`config.mk`:
```
export PLATFORM = sky130hd
export DESIGN_NAME = usb_xact_ctrl_flat
export DESIGN_NICKNAME = d
export VERILOG_FILES = /design/src/rtl/usb_xact_ctrl_pkg.sv /design/src/rtl/usb_xact_ctrl_if.sv /design/src/rtl/usb_xact_ctrl_toggle_bank.sv /design/src/rtl/usb_xact_ctrl.sv /design/src/flat_wrapper.sv
export SDC_FILE = /design/constraint.sdc
export NUM_CORES = 1
export LEC_CHECK = 0
export BUFFER_PORTS_ARGS = -buffer_cell sky130_fd_sc_hd__clkbuf_2
export CAP_MARGIN = 20
export CORE_ASPECT_RATIO = 1.4
export CORE_MARGIN = 4
export CORE_UTILIZATION = 52
export CTS_CLUSTER_DIAMETER = 50
export CTS_CLUSTER_SIZE = 20
export DETAILED_ROUTE_END_ITERATION = 10
export HOLD_SLACK_MARGIN = 0.05
export MAX_ROUTING_LAYER = met4
export PLACE_DENSITY = 0.84
export SETUP_SLACK_MARGIN = 0.5
export SLEW_MARGIN = 20
export SYNTH_ARGS = -nofsm -noshare
export SYNTH_HDL_FRONTEND = slang
export SYNTH_SLANG_ARGS = --single-unit
```
`constraint.sdc`:
```
create_clock -name clk -period 3 [get_ports clk]
set_clock_uncertainty 0.1 [all_clocks]
set_input_delay 0.15 -clock clk [delete_from_list [all_inputs] [get_ports clk]]
set_output_delay 0.15 -clock clk [all_outputs]
set_load 0.01 [all_outputs]
```
`src/rtl/usb_xact_ctrl_pkg.sv`:
```
// usb_xact_ctrl_pkg: USB PIDs, transaction states and shared constants
package usb_xact_ctrl_pkg;
    typedef enum logic [3:0] {
        PID_OUT   = 4'h1,
        PID_IN    = 4'h9,
        PID_SOF   = 4'h5,
        PID_SETUP = 4'hD,
        PID_DATA0 = 4'h3,
        PID_DATA1 = 4'hB,
        PID_ACK   = 4'h2,
        PID_NACK  = 4'hA,
        PID_STALL = 4'hE
    } pid_t;

    typedef enum logic [2:0] {IDLE, RX_DATA, TX_HS, TX_DATA, WAIT_ACK} xact_state_t;

    // 18 low-speed bit times at 8 clk per bit
    localparam int USB_LS_TIMEOUT = 144;

    function automatic pid_t data_pid(input logic toggle);
        return toggle ? PID_DATA1 : PID_DATA0;
    endfunction
endpackage

```
`src/rtl/usb_xact_ctrl_if.sv`:
```
// usb_xact_ctrl_if: packet decoder/encoder and endpoint buffer signals of the transaction sequencer
interface usb_xact_ctrl_if #(parameter int N_EP = 2);
    logic            rx_tok_valid;
    logic [3:0]      rx_pid;
    logic [6:0]      rx_addr;
    logic [3:0]      rx_endp;
    logic            rx_data_valid;
    logic            rx_crc_ok;
    logic            rx_hs_valid;
    logic [N_EP-1:0] ep_stall;
    logic [N_EP-1:0] in_ready;
    logic            in_consume;
    logic [N_EP-1:0] out_space;
    logic            out_commit;
    logic            out_discard;
    logic [3:0]      cur_endp;
    logic            tx_valid;
    logic [3:0]      tx_pid;
    logic            tx_ready;
    logic            tx_done;

    modport slave (
        input  rx_tok_valid, rx_pid, rx_addr, rx_endp, rx_data_valid, rx_crc_ok, rx_hs_valid,
        input  ep_stall, in_ready, out_space, tx_ready, tx_done,
        output in_consume, out_commit, out_discard, cur_endp, tx_valid, tx_pid
    );

    modport master (
        output rx_tok_valid, rx_pid, rx_addr, rx_endp, rx_data_valid, rx_crc_ok, rx_hs_valid,
        output ep_stall, in_ready, out_space, tx_ready, tx_done,
        input  in_consume, out_commit, out_discard, cur_endp, tx_valid, tx_pid
    );
endinterface

```
`src/rtl/usb_xact_ctrl_toggle_bank.sv`:
```
// usb_toggle_bank: per-endpoint DATA0/DATA1 toggles for IN and OUT directions
module usb_toggle_bank #(
    parameter int N_EP = 2
) (
    input  logic       clk,
    input  logic       reset,
    input  logic [3:0] ep,
    input  logic       flip_in,
    input  logic       flip_out,
    input  logic       setup,
    output logic       tog_in,
    output logic       tog_out
);
    logic [N_EP-1:0] tin, tout, oh;

    // endpoints outside the bank select nothing, so they read 0 and never write
    assign oh      = N_EP'(1) << ep;
    assign tog_in  = |(tin & oh);
    assign tog_out = |(tout & oh);

    // SETUP forces both toggles of the endpoint to 1; otherwise flip on request
    always_ff @(posedge clk or posedge reset) begin
        if (reset) begin
            tin  <= '0;
            tout <= '0;
        end else begin
            tin  <= (tin ^ ({N_EP{flip_in}} & oh)) | ({N_EP{setup}} & oh);
            tout <= (tout ^ ({N_EP{flip_out}} & oh)) | ({N_EP{setup}} & oh);
        end
    end
endmodule

```
`src/rtl/usb_xact_ctrl.sv`:
```
// usb_xact_ctrl: low-speed USB device transaction sequencer (token -> data -> handshake)
// Optional SOF frame capture with USB_SOF_FRAME_EN.
module usb_xact_ctrl
    import usb_xact_ctrl_pkg::*;
#(
    parameter int N_EP    = 2,
    parameter int TIMEOUT = USB_LS_TIMEOUT
) (
    input  logic        clk,
    input  logic        reset,
    input  logic [6:0]  dev_addr,
`ifdef USB_SOF_FRAME_EN
    input  logic [10:0] rx_frame,
    output logic [10:0] frame_no,
`endif
    usb_xact_ctrl_if.slave bus
);
    localparam int TW = $clog2(TIMEOUT + 1);

    xact_state_t     state, state_n;
    pid_t            pid_r, pid_n;
    logic [3:0]      ep_r, sel_ep;
    logic [N_EP-1:0] oh;
    logic [TW-1:0]   timer;
    logic            setup_r, setup_n, acc, load_ep;
    logic            commit_n, discard_n, consume_n;
    logic            flip_in, flip_out, setup_tog, tog_in, tog_out;
    logic            tok, match, rx_is_data, timeout, stall, ready, space;

    // IDLE decisions look at the incoming token's endpoint, later ones at the latched one
    assign sel_ep     = state == IDLE ? bus.rx_endp : ep_r;
    assign oh         = N_EP'(1) << sel_ep;
    assign stall      = |(bus.ep_stall & oh);
    assign ready      = |(bus.in_ready & oh);
    assign space      = |(bus.out_space & oh);
    assign tok        = bus.rx_tok_valid && bus.rx_pid != PID_SOF;
    assign match      = bus.rx_addr == dev_addr && {1'b0, bus.rx_endp} < 5'(N_EP);
    assign rx_is_data = bus.rx_pid == PID_DATA0 || bus.rx_pid == PID_DATA1;
    assign timeout    = timer >= TW'(TIMEOUT);
    assign bus.tx_valid = (state == TX_HS || state == TX_DATA) && !acc;
    assign bus.tx_pid   = pid_r;
    assign bus.cur_endp = ep_r;

    usb_toggle_bank #(.N_EP(N_EP)) u_tog (
        .clk(clk), .reset(reset), .ep(sel_ep),
        .flip_in(flip_in), .flip_out(flip_out), .setup(setup_tog),
        .tog_in(tog_in), .tog_out(tog_out)
    );

    // next state, handshake selection and one-cycle requests
    always_comb begin
        state_n   = state;
        pid_n     = pid_r;
        setup_n   = setup_r;
        load_ep   = 1'b0;
        commit_n  = 1'b0;
        discard_n = 1'b0;
        consume_n = 1'b0;
        flip_in   = 1'b0;
        flip_out  = 1'b0;
        setup_tog = 1'b0;
        case (state)
            IDLE: if (tok && match) begin
                if (bus.rx_pid == PID_OUT || bus.rx_pid == PID_SETUP) begin
                    load_ep = 1'b1;
                    setup_n = bus.rx_pid == PID_SETUP;
                    state_n = RX_DATA;
                end else if (bus.rx_pid == PID_IN) begin
                    load_ep = 1'b1;
                    state_n = stall || !ready ? TX_HS : TX_DATA;
                    pid_n   = stall ? PID_STALL : !ready ? PID_NACK : data_pid(tog_in);
                end
            end
            RX_DATA: if (tok) begin
                state_n = IDLE;
            end else if (bus.rx_data_valid) begin
                if (!bus.rx_crc_ok || !rx_is_data) begin
                    discard_n = 1'b1;
                    state_n   = IDLE;
                end else if (setup_r) begin
                    commit_n  = 1'b1;
                    setup_tog = 1'b1;
                    pid_n     = PID_ACK;
                    state_n   = TX_HS;
                end else begin
                    commit_n  = !stall && space && (bus.rx_pid == PID_DATA1) == tog_out;
                    discard_n = !commit_n;
                    flip_out  = commit_n;
                    pid_n     = stall ? PID_STALL : !space ? PID_NACK : PID_ACK;
                    state_n   = TX_HS;
                end
            end else if (timeout) begin
                state_n = IDLE;
            end
            TX_HS, TX_DATA: if (acc && bus.tx_done) state_n = state == TX_HS ? IDLE : WAIT_ACK;
            WAIT_ACK: if (tok) begin
                state_n = IDLE;
            end else if (bus.rx_hs_valid) begin
                consume_n = bus.rx_pid == PID_ACK;
                flip_in   = consume_n;
                state_n   = IDLE;
            end else if (timeout) begin
                state_n = IDLE;
            end
            default: state_n = IDLE;
        endcase
    end

    // state, latched transaction context, turnaround timer and registered pulses
    always_ff @(posedge clk or posedge reset) begin
        if (reset) begin
            state           <= IDLE;
            pid_r           <= PID_ACK;
            ep_r            <= '0;
            setup_r         <= 1'b0;
            acc             <= 1'b0;
            timer           <= '0;
            bus.out_commit  <= 1'b0;
            bus.out_discard <= 1'b0;
            bus.in_consume  <= 1'b0;
        end else begin
            state           <= state_n;
            pid_r           <= pid_n;
            ep_r            <= load_ep ? bus.rx_endp : ep_r;
            setup_r         <= setup_n;
            acc             <= state_n == state && (acc || (bus.tx_valid && bus.tx_ready));
            timer           <= state_n != state ? '0 : timeout ? timer : timer + 1'b1;
            bus.out_commit  <= commit_n;
            bus.out_discard <= discard_n;
            bus.in_consume  <= consume_n;
        end
    end

`ifdef USB_SOF_FRAME_EN
    // SOF carries no device address and never disturbs the transaction in flight
    always_ff @(posedge clk or posedge reset) begin
        if (reset) frame_no <= '0;
        else if (bus.rx_tok_valid && bus.rx_pid == PID_SOF) frame_no <= rx_frame;
    end
`endif
endmodule
```
`src/flat_wrapper.sv`:
```
// flat-port wrapper written by rule: the top's interface ports become plain ports
module usb_xact_ctrl_flat import usb_xact_ctrl_pkg::*;
#(
    parameter int N_EP    = 2,
    parameter int TIMEOUT = USB_LS_TIMEOUT
)
  (clk, reset, dev_addr, bus_rx_tok_valid, bus_rx_pid, bus_rx_addr, bus_rx_endp, bus_rx_data_valid, bus_rx_crc_ok, bus_rx_hs_valid, bus_ep_stall, bus_in_ready, bus_out_space, bus_tx_ready, bus_tx_done, bus_in_consume, bus_out_commit, bus_out_discard, bus_cur_endp, bus_tx_valid, bus_tx_pid);
  usb_xact_ctrl_if #(.N_EP(N_EP)) bus_i ();
  input  logic clk;
  input  logic reset;
  input  logic [6:0] dev_addr;
  input wire logic [$bits(bus_i.rx_tok_valid)-1:0] bus_rx_tok_valid;
  input wire logic [$bits(bus_i.rx_pid)-1:0] bus_rx_pid;
  input wire logic [$bits(bus_i.rx_addr)-1:0] bus_rx_addr;
  input wire logic [$bits(bus_i.rx_endp)-1:0] bus_rx_endp;
  input wire logic [$bits(bus_i.rx_data_valid)-1:0] bus_rx_data_valid;
  input wire logic [$bits(bus_i.rx_crc_ok)-1:0] bus_rx_crc_ok;
  input wire logic [$bits(bus_i.rx_hs_valid)-1:0] bus_rx_hs_valid;
  input wire logic [$bits(bus_i.ep_stall)-1:0] bus_ep_stall;
  input wire logic [$bits(bus_i.in_ready)-1:0] bus_in_ready;
  input wire logic [$bits(bus_i.out_space)-1:0] bus_out_space;
  input wire logic [$bits(bus_i.tx_ready)-1:0] bus_tx_ready;
  input wire logic [$bits(bus_i.tx_done)-1:0] bus_tx_done;
  output wire logic [$bits(bus_i.in_consume)-1:0] bus_in_consume;
  output wire logic [$bits(bus_i.out_commit)-1:0] bus_out_commit;
  output wire logic [$bits(bus_i.out_discard)-1:0] bus_out_discard;
  output wire logic [$bits(bus_i.cur_endp)-1:0] bus_cur_endp;
  output wire logic [$bits(bus_i.tx_valid)-1:0] bus_tx_valid;
  output wire logic [$bits(bus_i.tx_pid)-1:0] bus_tx_pid;
  assign bus_i.rx_tok_valid = bus_rx_tok_valid;
  assign bus_i.rx_pid = bus_rx_pid;
  assign bus_i.rx_addr = bus_rx_addr;
  assign bus_i.rx_endp = bus_rx_endp;
  assign bus_i.rx_data_valid = bus_rx_data_valid;
  assign bus_i.rx_crc_ok = bus_rx_crc_ok;
  assign bus_i.rx_hs_valid = bus_rx_hs_valid;
  assign bus_i.ep_stall = bus_ep_stall;
  assign bus_i.in_ready = bus_in_ready;
  assign bus_i.out_space = bus_out_space;
  assign bus_i.tx_ready = bus_tx_ready;
  assign bus_i.tx_done = bus_tx_done;
  assign bus_in_consume = bus_i.in_consume;
  assign bus_out_commit = bus_i.out_commit;
  assign bus_out_discard = bus_i.out_discard;
  assign bus_cur_endp = bus_i.cur_endp;
  assign bus_tx_valid = bus_i.tx_valid;
  assign bus_tx_pid = bus_i.tx_pid;
  usb_xact_ctrl #(.N_EP(N_EP), .TIMEOUT(TIMEOUT)) u_core (.clk(clk), .reset(reset), .dev_addr(dev_addr), .bus(bus_i));
endmodule
```
Yosys cells after proc, flatten, opt, wreduce, memory -nomap -nowiden
Cells that the tools add are included.
- $add $sub $neg: 1
- equal/unequal tests: 22
- shifts and indexed selects: 1
- muxes and demuxes: 56
- magnitude comparators: 2
- reductions and logical operators: 31
- bitwise operators: 12
- operators with widths (operator ; number):
    two-way mux 4 bit ; 13
    two-way mux 3 bit ; 10
    two-way mux 1 bit ; 28
    AND 2 bit ; 8
    two-way mux 8 bit ; 2
    != test 2 bit (second input constant) ; 7
    == test 4 bit (second input constant) ; 3
    case mux 3 bit (4 select lines) ; 1
    OR reduction 2 bit ; 6
    logical AND 1 bit ; 9
    adder 8 x 1 -> 8 bit (second input constant) ; 1
    == test 4 x 2 -> 1 bit (second input constant) ; 2
    greater-or-equal comparator 8 bit (second input constant) ; 1
    case mux 4 bit (2 select lines) ; 1
    == test 7 bit ; 1
    AND reduction 7 bit ; 1
    == test 3 x 2 -> 1 bit (second input constant) ; 2
    zero test 1 bit ; 6
    logical OR 1 bit ; 6
    == test 4 x 1 -> 1 bit (second input constant) ; 1
    < comparator 4 x 2 -> 1 bit (second input constant) ; 1
    != test 4 x 3 -> 1 bit (second input constant) ; 1
    bitwise OR 2 bit ; 2
    left shift 1 x 4 -> 2 bit (first input constant) ; 1
    10 further kinds ; 11
- bits in registers: 28
- input port bits: 36
- output and inout bits: 12

Logic depth before layout (Yosys ltp)
- depth after elaboration: 16
- depth in mapped cells: 8
- mapped depth without buffers: 6

Cells and area by module
From an unflattened synthesis, not the netlist that was laid out.
- cell total of the unflattened synthesis: 189
- area total of the unflattened synthesis: 1736.7 µm²
- modules (own cells, without submodules) (module ; cells each ; sequential area each (µm²) ; area each (µm²) ; instances):
    usb_xact_ctrl ; 166 ; 575.6 ; 1491.4 ; 1
    usb_toggle_bank ; 23 ; 100.1 ; 245.2 ; 1

Worst setup path before layout
OpenSTA, ideal clock, no wires.
- kind: flip-flop to flip-flop
- from: register u_core.state[1]
- to: register u_core.bus.out_discard
- data required time: 2780 ps
- path slack: 668 ps
- stages on the path, launching flop included: 8
- setup time: 120 ps
- path buffers: 1
- clock period less this slack: 2332 ps
- arrival: 2112 ps
- cells stage by stage: dfrtp_1 buf_6 or4b_4 and3_1 a311o_1 a211oi_4 o21ai_1 and4_1
- word-level cells in the longest chain between the ends: 14
- ends and longest elaborated chain (item ; line ; source):
    from (decl) ; usb_xact_ctrl.sv:20 ; xact_state_t state, state_n;
    from (signal assigned) ; usb_xact_ctrl.sv:122 ; state <= state_n;
    zero test 3 bit ; usb_xact_ctrl.sv:31 ; assign sel_ep = state == IDLE ? bus.rx_endp : ep_r;
    two-way mux 4 bit ; usb_xact_ctrl.sv:31 ;
    left shift 1 x 4 -> 2 bit ; usb_xact_ctrl_toggle_bank.sv:17, usb_xact_ctrl.sv:32 ;
    AND 2 bit ; usb_xact_ctrl.sv:33 ; assign stall = |(bus.ep_stall & oh);
    OR reduction 2 bit ; usb_xact_ctrl.sv:33 ;
    zero test 1 bit ; usb_xact_ctrl.sv:86 ; commit_n = !stall && space && (bus.rx_pid == PID_DATA1) == tog_out;
    logical AND 1 bit (2 in series) ; usb_xact_ctrl.sv:86 ;
    zero test 1 bit ; usb_xact_ctrl.sv:87 ; discard_n = !commit_n;
    two-way mux 1 bit ; usb_xact_ctrl.sv:80 ; end else if (setup_r) begin
    two-way mux 1 bit ; usb_xact_ctrl.sv:77 ; if (!bus.rx_crc_ok || !rx_is_data) begin
    two-way mux 1 bit ; usb_xact_ctrl.sv:76 ; end else if (bus.rx_data_valid) begin
    two-way mux 1 bit ; usb_xact_ctrl.sv:74 ; RX_DATA: if (tok) begin
    two-way mux 1 bit (*) ; usb_xact_ctrl.sv:62 ; case (state)
    named net u_core.discard_n ; usb_xact_ctrl.sv:26 ; logic commit_n, discard_n, consume_n;
    to (signal assigned) ; usb_xact_ctrl.sv:129 ; bus.out_discard <= discard_n;
    to (decl) ; usb_xact_ctrl_if.sv:25 ; output in_consume, out_commit, out_discard, cur_endp, tx_valid, tx_pid
Mark *: on every way through the listed nets, which the timed path passes. The rest lies on a longest branch.
A chain may end at the register's enable or synchronous reset.

Worst setup path after layout
- from: register u_core.state[2]
- to: register u_core.bus.out_discard
Same word-level chain as after synthesis.

==> metrics.txt <==
drc violations=0; worst-case clock buffer depth=2; gate count of the mapped netlist=182; aggregate global routing overflow=0; CTS H-tree lvls=1; initial antenna violation count=0; sum of negative setup slack=0 ns; total of buffers placed on input and output ports=46; area of the core=0.00312 sq mm; Area growth syn-to-layout=21.3%; setup slack of the critical path after layout=0.605 ns; Antenna diodes=0; total detailed-routing wirelength=4020 um; Final Critical Period=2.39 ns; worst setup slack before clock tree synthesis=0.519 ns; cell types occupying the most area after synthesis=sky130_fd_sc_hd__dfrtp_1 40%, sky130_fd_sc_hd__xnor2_1 4.1%, sky130_fd_sc_hd__nand2_1 3.5%, sky130_fd_sc_hd__nor2_1 3.5%, sky130_fd_sc_hd__xor2_1 2.6%; run status=complete, no violations; Layout fillers=254; nets in the synthesized netlist=220; maximum frequency from static timing analysis=0.418 GHz; hold_ws=0.0619 ns; mean number of vias per cell=5.86; share of Yosys cell area claimed by the top area cell type=0.398; fraction of layout cells with a size suffix above 1=0.293; first-pass GRT wire length=6790 um; Final Net Count=271; endpoint required time on the critical path=3.07 ns; number of register bits inferred by synthesis=27; Yosys cell types=53; share of synthesized registers carrying an async set or reset=1.00; Hold Vio Cnt, Final=0; Post-Synthesis Mean Instance Area=9.34 sq um; final core utilization=0.660; Startpoint Class=flop; Chip Width=56.3 um; post-synthesis sequential area ratio=0.398; number of synthesized flops with an enable pin=0; maximum number of pins on one net before global-route repair=28; master cell of the clock root buffer=sky130_fd_sc_hd__clkbuf_8; crit path capture type=flop; Pwr per Cell Area=372 mW/mm^2; WS Path Type=reg -> reg; total CTS buffers=3; Vert. Die Dim=75.6 um; IR drop worst, VDD=0.216 mV; number of setup violations in the final report=0; effective utilization at floorplan=0.544; Slew headroom=0.607; Seq. cell area=678 sq um; router iterations before antenna repair=4; number of placed I/O pins=48; maximum net fanout on the critical path=9; overall routing resource usage=0.207; Antenna Violating Nets Remaining=0; half-perimeter wire length after detailed placement=3140 um; violation count after the first detailed-routing iteration=55; class of the tightest hold or removal check=in -> reg; top cells by instance count after synthesis=27 x sky130_fd_sc_hd__dfrtp_1, 16 x sky130_fd_sc_hd__nand2_1, 16 x sky130_fd_sc_hd__nor2_1; total power=0.766 mW; share of the clock period used by the worst path=0.798; Row Count=24; CTS clk-pin slew, worst paths=0.09 ns; final weighted congestion in routability-driven placement=0.900; data arrival time of the critical path=2.47 ns; TritonCTS clock tree=yes; Max-Cap Viols=0; actual transition at the worst max-transition pin=0.574 ns; overall die area=0.00426 sq mm; unrepaired setup endpoints after global routing=no; leakage power total=0.990 nW; multi-input gate area in the final layout=973 sq um; cell with the most instances after synthesis=sky130_fd_sc_hd__dfrtp_1; post-synth top area cell=sky130_fd_sc_hd__dfrtp_1; dominant synthesized flop cell=sky130_fd_sc_hd__dfrtp_1; total via count after detailed routing=1589; clock insertion delay at the later pin of the skew report=0.27 ns; vias in the first global route=1532; Routed wire per std cell=14.8 um; Synth Warn #=0; number of max-slew violations in the final report=0; Mapped Area=0.00170 sq mm; clock sinks=27
==> through the flow <==
stage,instance area [sq um],instances
floorplan,1700,182
global placement,1950,262
detailed placement,1950,262
CTS,2030,268
global route,2060,271
finish,2060,271
==> critical path: stages (launching register included) <==
cell and delay [ns]:
sky130_fd_sc_hd__dfrtp_1 0.50, sky130_fd_sc_hd__or4b_4 0.53, sky130_fd_sc_hd__and3_1 0.20, sky130_fd_sc_hd__a311o_1 0.36, sky130_fd_sc_hd__a211oi_4 0.32, sky130_fd_sc_hd__o21ai_1 0.09
sky130_fd_sc_hd__and4_1 0.20
==> kinds of logic after synthesis <==
group / share of synthesized area
xor+xnor: 0.0670
mux: 0.0368
other cells: 0.00221
buf+inv: 0.0383
simple gates: 0.267
flops: 0.398
compound gates: 0.177
fa+ha+maj: 0.0147
==> cells in the final DEF (no fill, tap or decap), types with 3 or more instances in the layout <==
cell,count
sky130_fd_sc_hd__mux2i_1,4
sky130_fd_sc_hd__clkbuf_2,46
sky130_fd_sc_hd__nand2b_1,6
sky130_fd_sc_hd__nor3_1,5
sky130_fd_sc_hd__xnor2_1,8
sky130_fd_sc_hd__o21ai_1,3
sky130_fd_sc_hd__o31ai_1,3
sky130_fd_sc_hd__inv_1,4
sky130_fd_sc_hd__nand2_1,16
sky130_fd_sc_hd__nor2b_1,6
sky130_fd_sc_hd__nor4b_1,4
sky130_fd_sc_hd__nor4_1,3
sky130_fd_sc_hd__and3_1,5
sky130_fd_sc_hd__buf_4,6
sky130_fd_sc_hd__dfrtp_1,25
sky130_fd_sc_hd__o21ai_0,3
sky130_fd_sc_hd__clkbuf_8,3
sky130_fd_sc_hd__xor2_1,5
sky130_fd_sc_hd__a21oi_1,6
sky130_fd_sc_hd__nor2_1,15
sky130_fd_sc_hd__nand4_1,6
==> flip-flops by register name (all words and copies together), names as in the netlist <==
signal / cells
u_core.timer: 8
u_core.bus.cur_endp: 4
u_core.bus.tx_pid: 3
u_core.state: 3
u_core.u_tog.tin: 2
u_core.u_tog.tout: 2
u_core.acc: 1
u_core.bus.in_consume: 1
u_core.bus.out_commit: 1
u_core.bus.out_discard: 1
u_core.setup_r: 1
==> routing by layer <==
| layer | vias to the layer above | wire length (um) | GRT usage |
|---|---|---|---|
| met5 | - | 0 | - |
| li1 | 768 | - | - |
| met4 | 0 | 58 | 0.0739 |
| met1 | 751 | 1710 | 0.249 |
| met3 | 8 | 218 | 0.0305 |
| met2 | 62 | 2030 | 0.356 |
==> worst paths after layout <==
kind	from	end	slack, ns	cells after the start
min in group asynchronous	reset	u_core.bus.out_commit$_DFF_PP0_	0.36	3
min reg2reg	u_core.bus.tx_pid[0]$_DFFE_PP0P_	u_core.bus.tx_pid[0]$_DFFE_PP0P_	0.40	2
min	bus_tx_done	u_core.state[2]$_DFF_PP0_	0.06	3
max in group asynchronous	reset	u_core.state[0]$_DFF_PP0_	2.04	3
max reg2reg	u_core.state[2]$_DFF_PP0_	u_core.bus.out_discard$_DFF_PP0_	0.61	6
max	u_core.state[2]$_DFF_PP0_	u_core.bus.out_discard$_DFF_PP0_	0.61	6
==> layout make-up <==
class / instances / share of cell area
Multi-Input combinational cell: 142 / 0.472
Sequential cell: 27 / 0.329
Timing Repair Buffer: 54 / 0.143
Tap cell: 39 / 0.0237
Clock buffer: 3 / 0.0200
Inverter: 5 / 0.00911
Clock inverter: 1 / 0.00243
==> what timing repair did <==
item	in CTS	in global routing
hold buffers	2	0
setup buffers	0	3
pin swaps	0	1
setup endpoints to repair	1	7
hold endpoints to repair	28	0
gates resized for setup	1	4
==> power by group <==
| group | internal [mW] | leakage (nW) | switching [mW] |
|---|---|---|---|
| clock network | 0.0931 | 0.0255 | 0.115 |
| registers | 0.387 | 0.336 | 0.0254 |
| logic | 0.0685 | 0.629 | 0.0761 |
Note: power is estimated with default switching activity, not from simulation.
